===== src/rtl/axis_oscilloscope_reader.sv =====
// rtl/axis_oscilloscope_reader.sv - streams a trigger-relative window of a capture BRAM out over AXI-Stream
module axis_oscilloscope_reader #(
    parameter int AXIS_TDATA_WIDTH = 32,
    parameter int BRAM_ADDR_WIDTH  = 12
) (
    input  logic                        aclk,
    input  logic                        aresetn,
    input  logic                        run_flag,
    input  logic [BRAM_ADDR_WIDTH-1:0]  trg_addr,
    input  logic [BRAM_ADDR_WIDTH-1:0]  pre_data,
    input  logic [BRAM_ADDR_WIDTH-1:0]  tot_data,
    output logic [BRAM_ADDR_WIDTH:0]    sts_data,
    output logic                        bram_porta_clk,
    output logic [BRAM_ADDR_WIDTH-1:0]  bram_porta_addr,
    input  logic [AXIS_TDATA_WIDTH-1:0] bram_porta_rddata,
    output logic [AXIS_TDATA_WIDTH-1:0] m_axis_tdata,
    output logic                        m_axis_tvalid,
    input  logic                        m_axis_tready,
    output logic                        m_axis_tlast
);
    localparam int AW = BRAM_ADDR_WIDTH;
    localparam int DW = AXIS_TDATA_WIDTH;

    typedef enum logic [1:0] {S_IDLE, S_READ, S_DRAIN, S_DONE} state_t;

    state_t             r_state;
    logic [AW-1:0]      r_len;
    logic [AW-1:0]      r_next_addr;
    logic [AW-1:0]      r_last_addr;
    logic [AW-1:0]      r_words;
    logic [AW:0]        r_rd_cnt;
    logic               r_rd_valid;
    logic               r_rd_last;
    logic [1:0][DW-1:0] r_fifo_data;
    logic [1:0]         r_fifo_last;
    logic               r_wptr;
    logic               r_rptr;
    logic [1:0]         r_count;

    logic               w_pop;
    logic               w_issue;
    logic               w_rd_is_last;
    logic [2:0]         w_occ_after;

    // Occupancy seen by the issue gate counts the word already in flight from the BRAM.
    assign w_pop        = (r_count != 2'd0) && m_axis_tready;
    assign w_occ_after  = {1'b0, r_count} + {2'b00, r_rd_valid} - {2'b00, w_pop};
    assign w_issue      = (r_state == S_READ) && (w_occ_after < 3'd2);
    assign w_rd_is_last = (r_rd_cnt == {1'b0, r_len});

    assign bram_porta_clk  = aclk;
    assign bram_porta_addr = w_issue ? r_next_addr : r_last_addr;

    assign m_axis_tvalid = (r_count != 2'd0);
    assign m_axis_tdata  = r_fifo_data[r_rptr];
    assign m_axis_tlast  = (r_count != 2'd0) && r_fifo_last[r_rptr];

    assign sts_data = {r_words, (r_state == S_READ) || (r_state == S_DRAIN)};

    always_ff @(posedge aclk) begin
        if (!aresetn) begin
            r_state     <= S_IDLE;
            r_len       <= '0;
            r_next_addr <= '0;
            r_last_addr <= '0;
            r_words     <= '0;
            r_rd_cnt    <= '0;
            r_rd_valid  <= 1'b0;
            r_rd_last   <= 1'b0;
            r_fifo_data <= '0;
            r_fifo_last <= '0;
            r_wptr      <= 1'b0;
            r_rptr      <= 1'b0;
            r_count     <= 2'd0;
        end else begin
            case (r_state)
                S_IDLE: begin
                    if (run_flag) begin
                        r_next_addr <= trg_addr - pre_data;
                        r_len       <= tot_data;
                        r_words     <= '0;
                        r_rd_cnt    <= '0;
                        r_state     <= S_READ;
                    end
                end
                S_READ: begin
                    if (w_issue) begin
                        r_next_addr <= r_next_addr + 1'b1;
                        r_last_addr <= r_next_addr;
                        r_rd_cnt    <= r_rd_cnt + 1'b1;
                        if (w_rd_is_last) begin
                            r_state <= S_DRAIN;
                        end
                    end
                end
                S_DRAIN: begin
                    if (w_pop && r_fifo_last[r_rptr]) begin
                        r_state <= S_DONE;
                    end
                end
                default: begin
                    if (!run_flag) begin
                        r_state <= S_IDLE;
                    end
                end
            endcase

            r_rd_valid <= w_issue;
            r_rd_last  <= w_issue && w_rd_is_last;

            if (r_rd_valid) begin
                r_fifo_data[r_wptr] <= bram_porta_rddata;
                r_fifo_last[r_wptr] <= r_rd_last;
                r_wptr              <= ~r_wptr;
            end
            // Only len+1 beats are ever produced, so the count stops there on its own.
            if (w_pop) begin
                r_rptr  <= ~r_rptr;
                r_words <= r_words + 1'b1;
            end
            r_count <= r_count + {1'b0, r_rd_valid} - {1'b0, w_pop};
        end
    end
endmodule

===== config.mk =====
export PLATFORM = sky130hd
export DESIGN_NAME = axis_oscilloscope_reader
export DESIGN_NICKNAME = d
export VERILOG_FILES = /design/src/rtl/axis_oscilloscope_reader.sv
export SDC_FILE = /design/constraint.sdc
export NUM_CORES = 1
export LEC_CHECK = 0
export CAP_MARGIN = 20
export CORE_MARGIN = 2
export CORE_UTILIZATION = 25
export CTS_BUF_LIST = sky130_fd_sc_hd__clkbuf_8
export DETAILED_ROUTE_END_ITERATION = 10
export PLACE_DENSITY_LB_ADDON = 0.12
export SLEW_MARGIN = 40
export SYNTH_ARGS = -nofsm -noshare
export SYNTH_HDL_FRONTEND = slang
export SYNTH_SLANG_ARGS = --single-unit

===== constraint.sdc =====
create_clock -name aclk -period 7.2 [get_ports aclk]
set_input_delay 1.08 -clock aclk [delete_from_list [all_inputs] [get_ports aclk]]
set_output_delay 1.08 -clock aclk [all_outputs]
set_load 0.05 [all_outputs]

Yosys cells after proc, flatten, opt, wreduce, memory -nomap -nowiden
Cells that the tools add are included.
Widths: inputs -> output; s select.
{"block": "totals", "reg_bits": 135, "input_bits": 72, "out_inout_bits": 60}
{"block": "op_classes", "addsub": 8, "magnitude_cmp": 4, "n_eq_ne": 8, "mux": 26, "bitwise": 2, "reduce_logical": 16}
{"cell": "$mux 32", "n": 3}
{"cell": "$mux 12", "n": 6}
{"cell": "$bwmux 64", "n": 1}
{"cell": "$demux 32 s1", "n": 1}
{"cell": "$mux 13", "n": 2}
{"cell": "$pmux 13 s2", "n": 1}
{"cell": "$add 12x1->12 const B", "n": 2}
{"cell": "$pmux 12 s2", "n": 1}
{"cell": "$add 13x1->13 const B", "n": 1}
{"cell": "$eq 13x12->1", "n": 1}
{"cell": "$sub 12x12->12", "n": 1}
{"cell": "$mux 2", "n": 5}
{"cell": "$reduce_bool 2->1", "n": 4}
{"cell": "$logic_and 1x1->1", "n": 6}
{"cell": "$ne 2x2->1 const B", "n": 3}
{"cell": "$pmux 2 s3", "n": 1}
{"cell": "$reduce_and 5->1", "n": 1}
{"cell": "$lt 1x2->1 const B", "n": 2}
{"cell": "$ne 4x1->1 const B", "n": 1}
{"cell": "$reduce_and 2->1", "n": 2}
{"cell": "$add 2x1->3", "n": 1}
{"cell": "$lt 3x2->1 const B", "n": 1}
{"cell": "$mux 1", "n": 3}
{"cell": "$reduce_and 3->1", "n": 1}
{"cell": "12 further kinds", "n": 13}

Logic depth before layout (Yosys ltp)
{"block": "depth", "word_depth": 7, "ltp_mapped": 13}

==> flow_summary.toml <==
[worst_setup_path]
critical_path.startpoint_type = "clock port"
timing.critical_path.required_ns = 6.12
endpoint_class_of_the_critical_path = "output pin"
critPathKind = "clk -> out"
crit_path_max_fanout = 2
r2r-start = "r_count[0]"
crit_arrival_ns = 4.51
crit_start = "aclk"

[finish]
antenna_cells_inserted = 0
stdcell_area_um2 = 8553
num-nets-final = 999
final_layout_size_suffix_gt1_share_pct = 10.66
growth_of_design_area_from_synthesis_to_finish_pct = 32.35

[sta]
finClkSkew_ns = 0.01224
relSlewSlack_pct = 46.58
rsz0062_at_grt = "no"
totalNegativeSetupSlack_ns = 0
report.final.slew_viol_count = 0
worst_pin_slew_ns = 0.7984
hold_viol = 0
setup-violations-final = 0

[yosys]
synth-edff-count = 0
yosys-top-cells-count = "sky130_fd_sc_hd__nand2_1, sky130_fd_sc_hd__dfxtp_1, sky130_fd_sc_hd__a21oi_1"
syn_avg_cell_area_um2 = 8.180
synth_area_um2 = 6462
syn-instance-count = 790
ys_ff_latch = 135
synth.top_cells.by_area = "sky130_fd_sc_hd__dfxtp_1, sky130_fd_sc_hd__nand2_1, sky130_fd_sc_hd__mux2_2, sky130_fd_sc_hd__a21oi_1, sky130_fd_sc_hd__ha_1"
synth_async_sr_flop_share_pct = 0
ys_dominant_reg_cell = "sky130_fd_sc_hd__dfxtp_1"
synth-warning-count = 0
area_share_of_the_largest_cell_type_after_synthesis_pct = 41.82
yosys.area.top_type = "sky130_fd_sc_hd__dfxtp_1"
syn_nets = 883
yosysUniqueCellTypes = 53
seq_area_frac_synth_pct = 41.82
post-synth-top-count-cell = "sky130_fd_sc_hd__nand2_1"

[power_and_ir_drop]
cellPowerDensity_nw_per_um2 = 297.1
power.ir.vdd_worst_uv = 126.7
power.leakage_nw = 3.133

[clock_network]
cts_post_setup_buffers_inserted = 0
cts_hold_buffers = 0
cts-resized-gates = 0
cts.clk_slew.worst_paths_ns = 0.08
tritoncts = "built"
clk_latency_ns = 0.56

[global_route]
first_global_vias = 5546
gr-usage-all-layers_pct = 13.89
grt_first_pass_wirelength_um = 29410
grt_remaining_overflow = 0
grt_start_max_net_pins = 55
grt_antenna_before_repair = 0

[floorplanning]
placementRows = 58
die_w_um = 164.8
coreArea_um2 = 25250
die-height_um = 164.8
fp.dieArea_um2 = 27150
io_pins = 132
initial_core_util_pct = 25.59

[job]
timing.max_cap.violations = 0

[place]
gpl.final_weighted_congestion = 0.7514
dpl_cell_area_um2 = 8085
place.detailed.hpwl_um = 12330
io_buffer_count = 131

[hold_path]
hold_path.startpoint = "r_fifo_data[1]"
worst_min_delay_path_category = "reg -> reg"

[detailed_routing]
postRouteWirelength_um = 18430
detailedRoute.firstPassIterationCount = 4
via_per_inst = 4.576
dr_total_vias = 5715
route.detailed.wl_per_inst_um = 14.76
detail_route.drc_violations = 0
detail_route.iter0.violations = 283
ant_nets = 0

[status]
outcome = "completed"
cell usage in the layout, fill, tap and decap left out, drive strengths merged, types with 3 or more instances in the layout:
cell type / Yosys / layout
and3: 10 / 10
and2: 21 / 21
nor2b: 4 / 4
a222oi: 3 / 3
nor3: 9 / 9
nand4: 6 / 6
a311oi: 4 / 4
mux2i: 3 / 3
a221oi: 3 / 3
a211oi: 3 / 3
inv: 22 / 28
buf: 8 / 8
o2111ai: 4 / 4
clkbuf: 37 / 20
xnor2: 11 / 11
ha: 19 / 19
nand2b: 6 / 6
nor2: 37 / 37
xor2: 25 / 25
mux2: 45 / 45
a31oi: 7 / 7
nor4: 8 / 8
a21oi: 95 / 95
nand2: 192 / 192
o21ai: 26 / 26
or3: 3 / 3
clkinv: 0 / 5
bufinv: 0 / 3
o211ai: 3 / 3
clkdlybuf4s50: 0 / 131
nand3: 16 / 16
dfxtp: 135 / 135
area by class of cell:
| class | count | area (µm²) |
|---|---|---|
| clock buffers | 21 | 285.3 |
| clock inverters | 15 | 192.7 |
| fillers | 2683 | 16700 |
| inverters | 22 | 85.08 |
| multi-input cells | 588 | 3510 |
| flip-flops and latches | 135 | 2703 |
| well taps | 330 | 412.9 |
| repair buffers | 138 | 1365 |
cells by family after synthesis:
group | after synthesis | share of synthesized area, %
AO/OA/AOI/OAI | 164 | 14.75
XOR/XNOR | 36 | 4.879
adder cells (fa/ha/maj) | 21 | 4.298
buffers and inverters | 67 | 4.066
flip-flops | 135 | 41.82
multiplexers | 48 | 8.306
AND/OR/NAND/NOR | 319 | 21.88
state kept, by name, summed over array words and instances, names as in the netlist:
signal       flops
r_rd_last        1
r_next_addr     12
r_words         12
r_last_addr     12
r_fifo_last      2
r_fifo_data     64
r_state          2
r_len           12
r_wptr           1
r_rd_cnt        13
r_rptr           1
r_count          2
r_rd_valid       1
path summary, 6_finish.rpt:
path                                         to  slack (ns)  cells past startpoint
worst min-delay path             r_fifo_data[1]        0.45                      2
worst max-delay path             bram_porta_clk        1.61                      3
worst max register to register  r_next_addr[11]        4.24                     11
worst min register to register   r_fifo_data[1]        0.45                      2
where the power goes:
group / internal, W / leakage [nW] / switching, W / total (W)
combinational: 0.000318 / 1.80 / 0.000528 / 0.000846
sequential: 0.000834 / 1.09 / 0.0000892 / 0.000923
clock: 0.000396 / 0.239 / 0.000375 / 0.000772
total: 0.00155 / 3.13 / 0.000993 / 0.00254
worst max-delay path, cell delays in order:
cell                              delay (ns)
sky130_fd_sc_hd__clkbuf_8               0.11
sky130_fd_sc_hd__clkbuf_8               0.11
sky130_fd_sc_hd__clkdlybuf4s50_1        0.69
routing by layer:
metal  up-vias  global-route usage, %  share of wire [%]
met3        18                  3.591                4.5
met2       111                  22.35                 46
met1      2653                  18.24                 48
met5         -                      0                  0
li1       2933                      -                  -
met4         0                  4.308                1.3
metrics by stage:
| step | hold slack, ns | power (W) | util [%] | std cells | setup slack, ns |
|---|---|---|---|---|---|
| floorplan | 0.4321 | 0.001536 | - | 790 | 2.353 |
| global placement | 0.4403 | 0.001825 | 31.94 | 1213 | 1.713 |
| detailed placement | 0.4428 | 0.001829 | 32.02 | 1214 | 1.848 |
| CTS | 0.4552 | 0.002587 | 33.87 | 1249 | 1.603 |
| global route | 0.4699 | 0.002700 | 33.87 | 1249 | 1.593 |
| finish | 0.4548 | 0.002541 | 33.87 | 1249 | 1.609 |
(Power assumes the default switching activity.)
